### src/rtl/iface_fifo_stage.sv
`default_nettype none
// ============================================================================
//  Module      : iface_fifo_stage
//  Description : Buffered valid/ready byte stage feeding the iface `x` member.
//                Stores up to DEPTH words and presents them in strict FIFO
//                order. It can optionally invert the output word so that it
//                matches the downstream `y = ~x` stage.
//  Ports       : clk, rst          - clock, synchronous active-high reset
//                in_valid/in_ready - upstream handshake, in_data word
//                out_valid/out_ready - downstream handshake, out_data word
//                level             - current occupancy, 0..DEPTH
//  Revision    : 1.0 - initial release
// ============================================================================
module iface_fifo_stage #(
    parameter int WIDTH  = 8,
    parameter int DEPTH  = 4,
    parameter bit INVERT = 1'b0
) (
    input  logic                       clk,
    input  logic                       rst,
    input  logic                       in_valid,
    output logic                       in_ready,
    input  logic [WIDTH-1:0]           in_data,
    output logic                       out_valid,
    input  logic                       out_ready,
    output logic [WIDTH-1:0]           out_data,
    output logic [$clog2(DEPTH+1)-1:0] level
);

    localparam int AW = $clog2(DEPTH);
    localparam int LW = $clog2(DEPTH+1);

    localparam logic [LW-1:0]    c_FULL  = LW'(DEPTH);
    localparam logic [WIDTH-1:0] c_IDLE  = INVERT ? {WIDTH{1'b1}} : {WIDTH{1'b0}};

    logic [WIDTH-1:0] mem_q [DEPTH];
    logic [AW-1:0]    rd_ptr_q, rd_ptr_d;
    logic [AW-1:0]    wr_ptr_q, wr_ptr_d;
    logic [LW-1:0]    count_q,  count_d;

    logic w_push;
    logic w_pop;
    logic [WIDTH-1:0] w_head;

    // Handshake flags depend on registered occupancy only, so there is no
    // combinational path from out_ready to in_ready.
    assign in_ready  = (count_q != c_FULL);
    assign out_valid = (count_q != '0);
    assign level     = count_q;

    assign w_push = in_valid  & in_ready;
    assign w_pop  = out_valid & out_ready;

    assign w_head   = mem_q[rd_ptr_q];
    // Idle value is forced while empty so stale storage never leaks out.
    assign out_data = out_valid ? (INVERT ? ~w_head : w_head) : c_IDLE;

    always_comb begin
        rd_ptr_d = rd_ptr_q;
        wr_ptr_d = wr_ptr_q;
        count_d  = count_q;
        if (w_push) begin
            wr_ptr_d = wr_ptr_q + AW'(1);
        end
        if (w_pop) begin
            rd_ptr_d = rd_ptr_q + AW'(1);
        end
        case ({w_push, w_pop})
            2'b10:   count_d = count_q + LW'(1);
            2'b01:   count_d = count_q - LW'(1);
            default: count_d = count_q;
        endcase
    end

    always_ff @(posedge clk) begin
        if (rst) begin
            rd_ptr_q <= '0;
            wr_ptr_q <= '0;
            count_q  <= '0;
        end else begin
            rd_ptr_q <= rd_ptr_d;
            wr_ptr_q <= wr_ptr_d;
            count_q  <= count_d;
        end
    end

    // Storage needs no reset; the occupancy counter decides what is valid.
    always_ff @(posedge clk) begin
        if (!rst && w_push) begin
            mem_q[wr_ptr_q] <= in_data;
        end
    end

`ifndef SYNTHESIS
    a_count_range : assert property (@(posedge clk) disable iff (rst)
        count_q <= c_FULL);

    a_hold_stable : assert property (@(posedge clk) disable iff (rst)
        (out_valid && !out_ready) |=> $stable(out_data));
`endif

endmodule
`default_nettype wire

### config.mk
export PLATFORM = sky130hd
export DESIGN_NAME = iface_fifo_stage
export DESIGN_NICKNAME = d
export VERILOG_FILES = /design/src/rtl/iface_fifo_stage.sv
export SDC_FILE = /design/constraint.sdc
export NUM_CORES = 1
export LEC_CHECK = 0
export CAP_MARGIN = 20
export CELL_PAD_IN_SITES_DETAIL_PLACEMENT = 1
export CELL_PAD_IN_SITES_GLOBAL_PLACEMENT = 1
export CORE_UTILIZATION = 44
export CTS_CLUSTER_DIAMETER = 60
export DETAILED_ROUTE_END_ITERATION = 16
export PLACE_DENSITY = 0.76
export SYNTH_ARGS = -nofsm -noshare
export SYNTH_HDL_FRONTEND = slang
export SYNTH_SLANG_ARGS = --single-unit
### constraint.sdc
create_clock -name clk -period 2.88 [get_ports clk]
set_clock_uncertainty 0.15 [all_clocks]
set_input_delay 0.288 -clock clk [delete_from_list [all_inputs] [get_ports clk]]
set_output_delay 0.288 -clock clk [all_outputs]
set_load 0.05 [all_outputs]
==> metrics.txt, run 1 <==
crit-path max FO 6; Synth-to-Final Area Change 26.9%; fin area ~2100 um^2; Worst R2R Setup Slack roughly 210 ps; DRT Pass-1 Iters 4; mux share of post-synthesis cell area 0.121; Max Freq 365 MHz; Flop pwr share 0.343; Ys Warns 0; Reg clk slew, reported paths about 80 ps; largest family of logic cells by synthesized area multiplexers; post-synthesis cell type count 24; Psw 868 uW; Die Y around 64 um; antenna violations before repair 0; Ant. Diodes 0; Power, Total between 2 and 2.5 mW; Setup CP Type reg2out; max cap viols 0; Setup-failing EPs final 0; crit path launch type flop; Final period util 0.952; Relative slew margins 0.634; Post-CTS Resized 0; vias per cell between 5 and 6; final wirelength 3.19 mm; area post-placement about 2000 um^2; compound-cell area share of the yosys netlist 0.0192; H-tree levels 2; Filler Cell Count 356; Synth Area in XOR/XNOR 0.0155; Seq cells post-synth roughly 40; drt first-iter violations 34; CTS Buf Count 5; worst hold path type reg2reg; Die X roughly 64 um; RSZ-0062 raised after global routing false; fin. max-slew vios 0; # Post-CTS Setup Buffers 0; CTS sink count between 40 and 50; CP Cell Sequence buf_12 > mux4_2 > nor2b_1 > clkdlybuf4s50_1; switching portion of total power 0.390; Die Area around 4100 um^2; HPWL after DPL approximately 2.2 mm; max incr delay on CP approximately 730 ps; vias ~950; largest net degree at the start of global routing 15; # DRC 0; Core Area 3690 um^2; # hold bufs at CTS 0; CTS tree yes; I/O Buffers 24; most common cell after layout, fill and taps aside edfxtp_1; ANT nets after route 0; Placed Cells approximately 180; I/O pin cnt 25; VDD IR max approximately 440 uV; vias in the first global route roughly 1,000; crit path DAT 2300 ps; NumNets Final between 150 and 200; Final Hold Vio Count 0; gr usage total 0.187; Starting Density 0.459; Syn Area/Cell about 16 um^2; number of core rows 22; Adder-Cell Fraction of Synth Area 0.0488; GPL Wtd Cong 0.707; status completed; Comb power frac 0.454; CTS root buf clkbuf_8; Worst EP required around 2400 ps; Syn Nets approximately 120; Worst Setup End Kind output pin; Syn Inst Count 105; Finished Layout Cells ~190; Fin Setup TNS 0 ps; Clock Power Share 0.203; drt wl/cell roughly 17 um; LEAKAGE about 0.74 nW; Post-Syn Area ~1700 um^2; Period minus WS final between 2000 and 3000 ps; simple-gate area share of the yosys netlist 0.0939; Slowest-stage cell, CP clkdlybuf4s50_1; Synth area leader edfxtp_1; worst-skew pair later-pin latency roughly 290 ps; Internal around 1.4 mW; Top delay family on crit path buffers and inverters; commonest non-fill, non-tap cells in the layout edfxtp_1, clkdlybuf4s50_1; largest cells by area after synthesis edfxtp_1, dfxtp_1, mux4_2; global-route wire length before repair approximately 5.3 mm; Remaining Overflow, GRT 0; share of cells above drive strength 1 0.187; Seq/Total Area, Yosys 0.674; post-synth top area share 0.568; worst-margin pin slew ~550 ps; CTS max path bufs 2; P per Cell Area 1040 nW/um^2; buffers and inverters on the worst path 2
-- state kept, by name (all words and copies together), names as in the netlist, named ones only --
register and cells:
rd_ptr_q 2, wr_ptr_q 2, mem_q 32, level 3
-- worst paths after layout --
path                                  from  depth (start not counted)                       end
setup reg to reg     level[1]$_SDFFE_PP0P_                          9     level[2]$_SDFFE_PP0P_
hold reg to reg   rd_ptr_q[1]$_SDFFE_PP0P_                          2  rd_ptr_q[1]$_SDFFE_PP0P_
hold / removal    rd_ptr_q[1]$_SDFFE_PP0P_                          2  rd_ptr_q[1]$_SDFFE_PP0P_
setup / recovery                      flop                          4               out_data[0]
-- power groups by stage --
stage          combinational [mW]  clock [mW]  sequential [mW]
2_1_floorplan               0.635           0            0.810
3_5_place_dp                 1.02           0            0.779
5_1_grt                      1.07       0.486            0.778
6_report                     1.01       0.452            0.764
3_3_place_gp                0.991           0            0.772
4_1_cts                      1.02       0.461            0.766
-- worst reg2reg max path, delay by kind of cell, from the launching register on --
family                     cells  cell delay (ps)
adders and majority gates      2              590
buffers and inverters          2              200
DFF                            1              360
xor gates and xnor gates       1              160
and+or+nand+nor                3              990
AOI/OAI and AO/OA              1              140
-- area by class of cell --
cell class                      instances  area (um^2)  share of cell area
Sequential cell                        41         1140               0.532
Multi-Input combinational cell         52          508               0.236
Timing Repair Buffer                   30          298               0.139
Clock buffer                            5         68.8              0.0320
Tap cell                               48         60.1              0.0280
Clock inverter                          3         41.3              0.0192
Inverter                                8         30.0              0.0140
-- logic make-up after synthesis --
| kind of cell | count (synthesis) |
|---|---|
| muxes | 10 |
| DFF | 41 |
| AOI/OAI and AO/OA | 6 |
| and+or+nand+nor | 27 |
| buffers and inverters | 12 |
| xor gates and xnor gates | 3 |
| adders and majority gates | 6 |
-- Yosys cell counts --
library cell	count
edfxtp_1	32
dfxtp_1	9
inv_1	8
mux4_2	8
nor2b_1	8
nor2_1	7
ha_1	5
nor3b_1	4
a21oi_1	3
clkbuf_1	3
xor2_1	3
nand2b_1	2
o21ai_0	2
and2_4	1
buf_2	1
fa_1	1
mux2_4	1
mux2i_1	1
nand2_1	1
nor3_1	1
o31ai_1	1
or3_1	1
or3_2	1
or3b_1	1
-- through the flow --
stage	hold slack, ps	worst slack [ps]	utilization
global placement	321	323	0.553
CTS	362	112	0.582
detailed placement	349	225	0.553
floorplan	237	7.19	-
global route	399	44.0	0.582
finish	350	137	0.582
-- routing by layer --
metal,GRT usage,vias to the layer above,part of all wire
met4,0.0994,0,0.017
met5,0,-,0
met2,0.306,18,0.51
li1,-,445,-
met1,0.234,478,0.45
met3,0.0375,5,0.026
(Power assumes the default switching activity.)
==> run 2: changes to the inputs <==
- ABC_AREA: default -> 1
- CORE_UTILIZATION: 44 -> 42
==> metrics.txt, run 2 <==
fin area 2170 um^2 (+0.99%); Worst EP required 2440 ps (about the same); Setup CP Type reg2out; fin. max-slew vios 0 (unchanged); vias 1,267 (+34%); Core Area 4000 um^2 (+8.4%); gr usage total 0.218 (+0.0307); area post-placement 2060 um^2 (+1.3%); Fin Setup TNS 0 ps (unchanged); drt wl/cell 16.5 um (-2.9%); number of core rows 23 (+4.5%); H-tree levels 2 (unchanged); met2 Track Usage GR 0.402 (+0.0957); LEAKAGE 0.827 nW (+12%); prevailing post-synth register cell edfxtp_1; ANT nets after route 0 (unchanged); number of enable flip-flop cells after synthesis 32 (unchanged); Synth async-reset ratio 0 (unchanged); Synth area leader edfxtp_1; final wirelength 4.12 mm (+29%); largest net degree at the start of global routing 18 (+3); count leader, synth nor2_1; Seq cells post-synth 41 (unchanged); I/O Buffers 24 (unchanged); Die Y 66.8 um (+4.3%); I/O pin cnt 25 (unchanged); crit-path max FO 17 (+11); Ys Warns 0 (unchanged); P per Cell Area 1030 nW/um^2 (-0.99%); Syn Nets 185 (+50%); most common cell after layout, fill and taps aside nor2_1; vias per cell 5.09 (+0.58%); Period minus WS final 2570 ps (-175 ps); GRT busiest layer met2; largest cells by area after synthesis edfxtp_1, dfxtp_1, nor2_1; Worst Setup End Kind output pin; max cap viols 0 (unchanged); Synth-to-Final Area Change 23.2%; post-synthesis cell type count 19 (-21%); Seq/Total Area, Yosys 0.648 (-0.0263); worst hold path type reg2reg; RSZ-0062 raised after global routing false; post-synth top area share 0.545 (-0.0222); DRT Pass-1 Iters 4 (unchanged); flip-flop count of the largest register after layout 32 (unchanged); crit path DAT 2130 ps (-170 ps); Reg clk slew, reported paths 70 ps (about the same); Post-Syn Area 1760 um^2 (+4.1%); met3 GRT Util 0.0565 (+0.0190); Die Area 4460 um^2 (+8.7%); worst-margin pin slew 512 ps (-35.2 ps); NumNets Final 217 (+39%); antenna violations before repair 0 (unchanged); CTS root buf clkbuf_8; crit path launch type flop; Remaining Overflow, GRT 0 (unchanged); commonest non-fill, non-tap cells in the layout nor2_1, edfxtp_1, clkdlybuf4s50_1; GPL Wtd Cong 0.824 (+17%); top cells by count, synth nor2_1, edfxtp_1, inv_1; Starting Density 0.440 (-0.0185); status completed; vias in the first global route 1,422 (+36%); Syn Area/Cell 10.5 um^2 (-35%); Die X 66.8 um (+4.3%); Final period util 0.892 (-0.0606); Max Freq 389 MHz (+6.8%); CTS Buf Count 5 (unchanged); drt first-iter violations 57 (+68%); Final Hold Vio Count 0 (unchanged); Setup-failing EPs final 0 (unchanged); Post-CTS Resized 0 (unchanged); VDD IR max 584 uV (+33%); Relative slew margins 0.658 (+0.0235); share of cells above drive strength 1 0.0905 (-0.0966); CTS sink count 41 (unchanged); Ant. Diodes 0 (unchanged); CTS tree yes; worst-skew pair later-pin latency 290 ps (about the same); # hold bufs at CTS 0 (unchanged); Filler Cell Count 437 (+23%); Syn Inst Count 167 (+59%); Reg with most FFs mem_q; # DRC 0 (unchanged); M1 GR Usage 0.233 (-0.00138); CTS max path bufs 2 (unchanged); Power, Total 2.22 mW (about the same); HPWL after DPL 2.77 mm (+26%); global-route wire length before repair 6.68 mm (+26%); # Post-CTS Setup Buffers 0 (unchanged)
-- run 2: changes by cell type after synthesis, sizes merged, moves of 3 or more --
cell / before / now
a21oi: 3 / 11
buf: 1 / 4
clkbuf: 3 / 0
inv: 8 / 20
mux4: 8 / 0
nand2: 1 / 15
nand3: 0 / 4
nor2: 7 / 46
nor2b: 8 / 0
nor3b: 4 / 0
o21ai: 2 / 18
xor2: 3 / 0
-- run 2: per-stage QoR --
stage                util  hold WS [ps]  std cells  worst slack [ps]
finish              0.542           359        249               312
global route        0.542           389        249               176
CTS                 0.542           367        249              65.9
detailed placement  0.516           355        242               452
global placement    0.516           331        242               536
floorplan               -           216        167               369
-- run 2: layer usage --
layer  routed length, um  vias up
li1                    -      611
met1                1660      629
met2                2280       19
met3                 115        8
met4                  62        0
met5                   0        -
-- run 2: final timing paths --
kind / startpoint / end / slack (ps) / cells after the start
min reg2reg: rd_ptr_q[1]$_SDFFE_PP0P_ / rd_ptr_q[1]$_SDFFE_PP0P_ / 360 / 2
min: rd_ptr_q[1]$_SDFFE_PP0P_ / rd_ptr_q[1]$_SDFFE_PP0P_ / 360 / 2
max: flop / out_data[5] / 310 / 5
max reg2reg: level[2]$_SDFFE_PP0P_ / level[2]$_SDFFE_PP0P_ / 790 / 13
-- run 2: layout make-up --
type | count | area, um^2 | area share
sequential | 41 | 1140 | 0.527
multi-input combinational | 102 | 508 | 0.234
clock buffer | 5 | 68.8 | 0.0317
clock inverter | 2 | 35.0 | 0.0161
inverter | 20 | 75.1 | 0.0346
tap | 50 | 62.6 | 0.0288
timing repair buffer | 29 | 278 | 0.128
-- run 2: critical path: stages (launching register included) --
cell and delay [ps]:
dfxtp_2 520, nor2_1 90, nor2_1 120, o21ai_0 120, a21oi_1 170, clkdlybuf4s50_1 820
-- run 2: power breakdown --
part	switching, mW	internal (mW)	total (mW)
combinational	0.706	0.314	1.02
sequential	0.0665	0.699	0.766
clock	0.187	0.252	0.439
-- run 2: cell families (layout without fill, tap and decap cells) --
kind of cell / count (synthesis) / count (layout) / share of synthesized area
AOI/OAI and AO/OA: 30 / 30 / 0.0888
adders and majority gates: 6 / 6 / 0.0469
buffers and inverters: 24 / 56 / 0.0639
DFF: 41 / 41 / 0.648
and+or+nand+nor: 66 / 66 / 0.153
==> run 3: changes to the inputs <==
- SKIP_LAST_GASP: default -> 1
==> results of run 3 <==
Same layout as run 2: the final DEF is identical, and so are final timing and power.
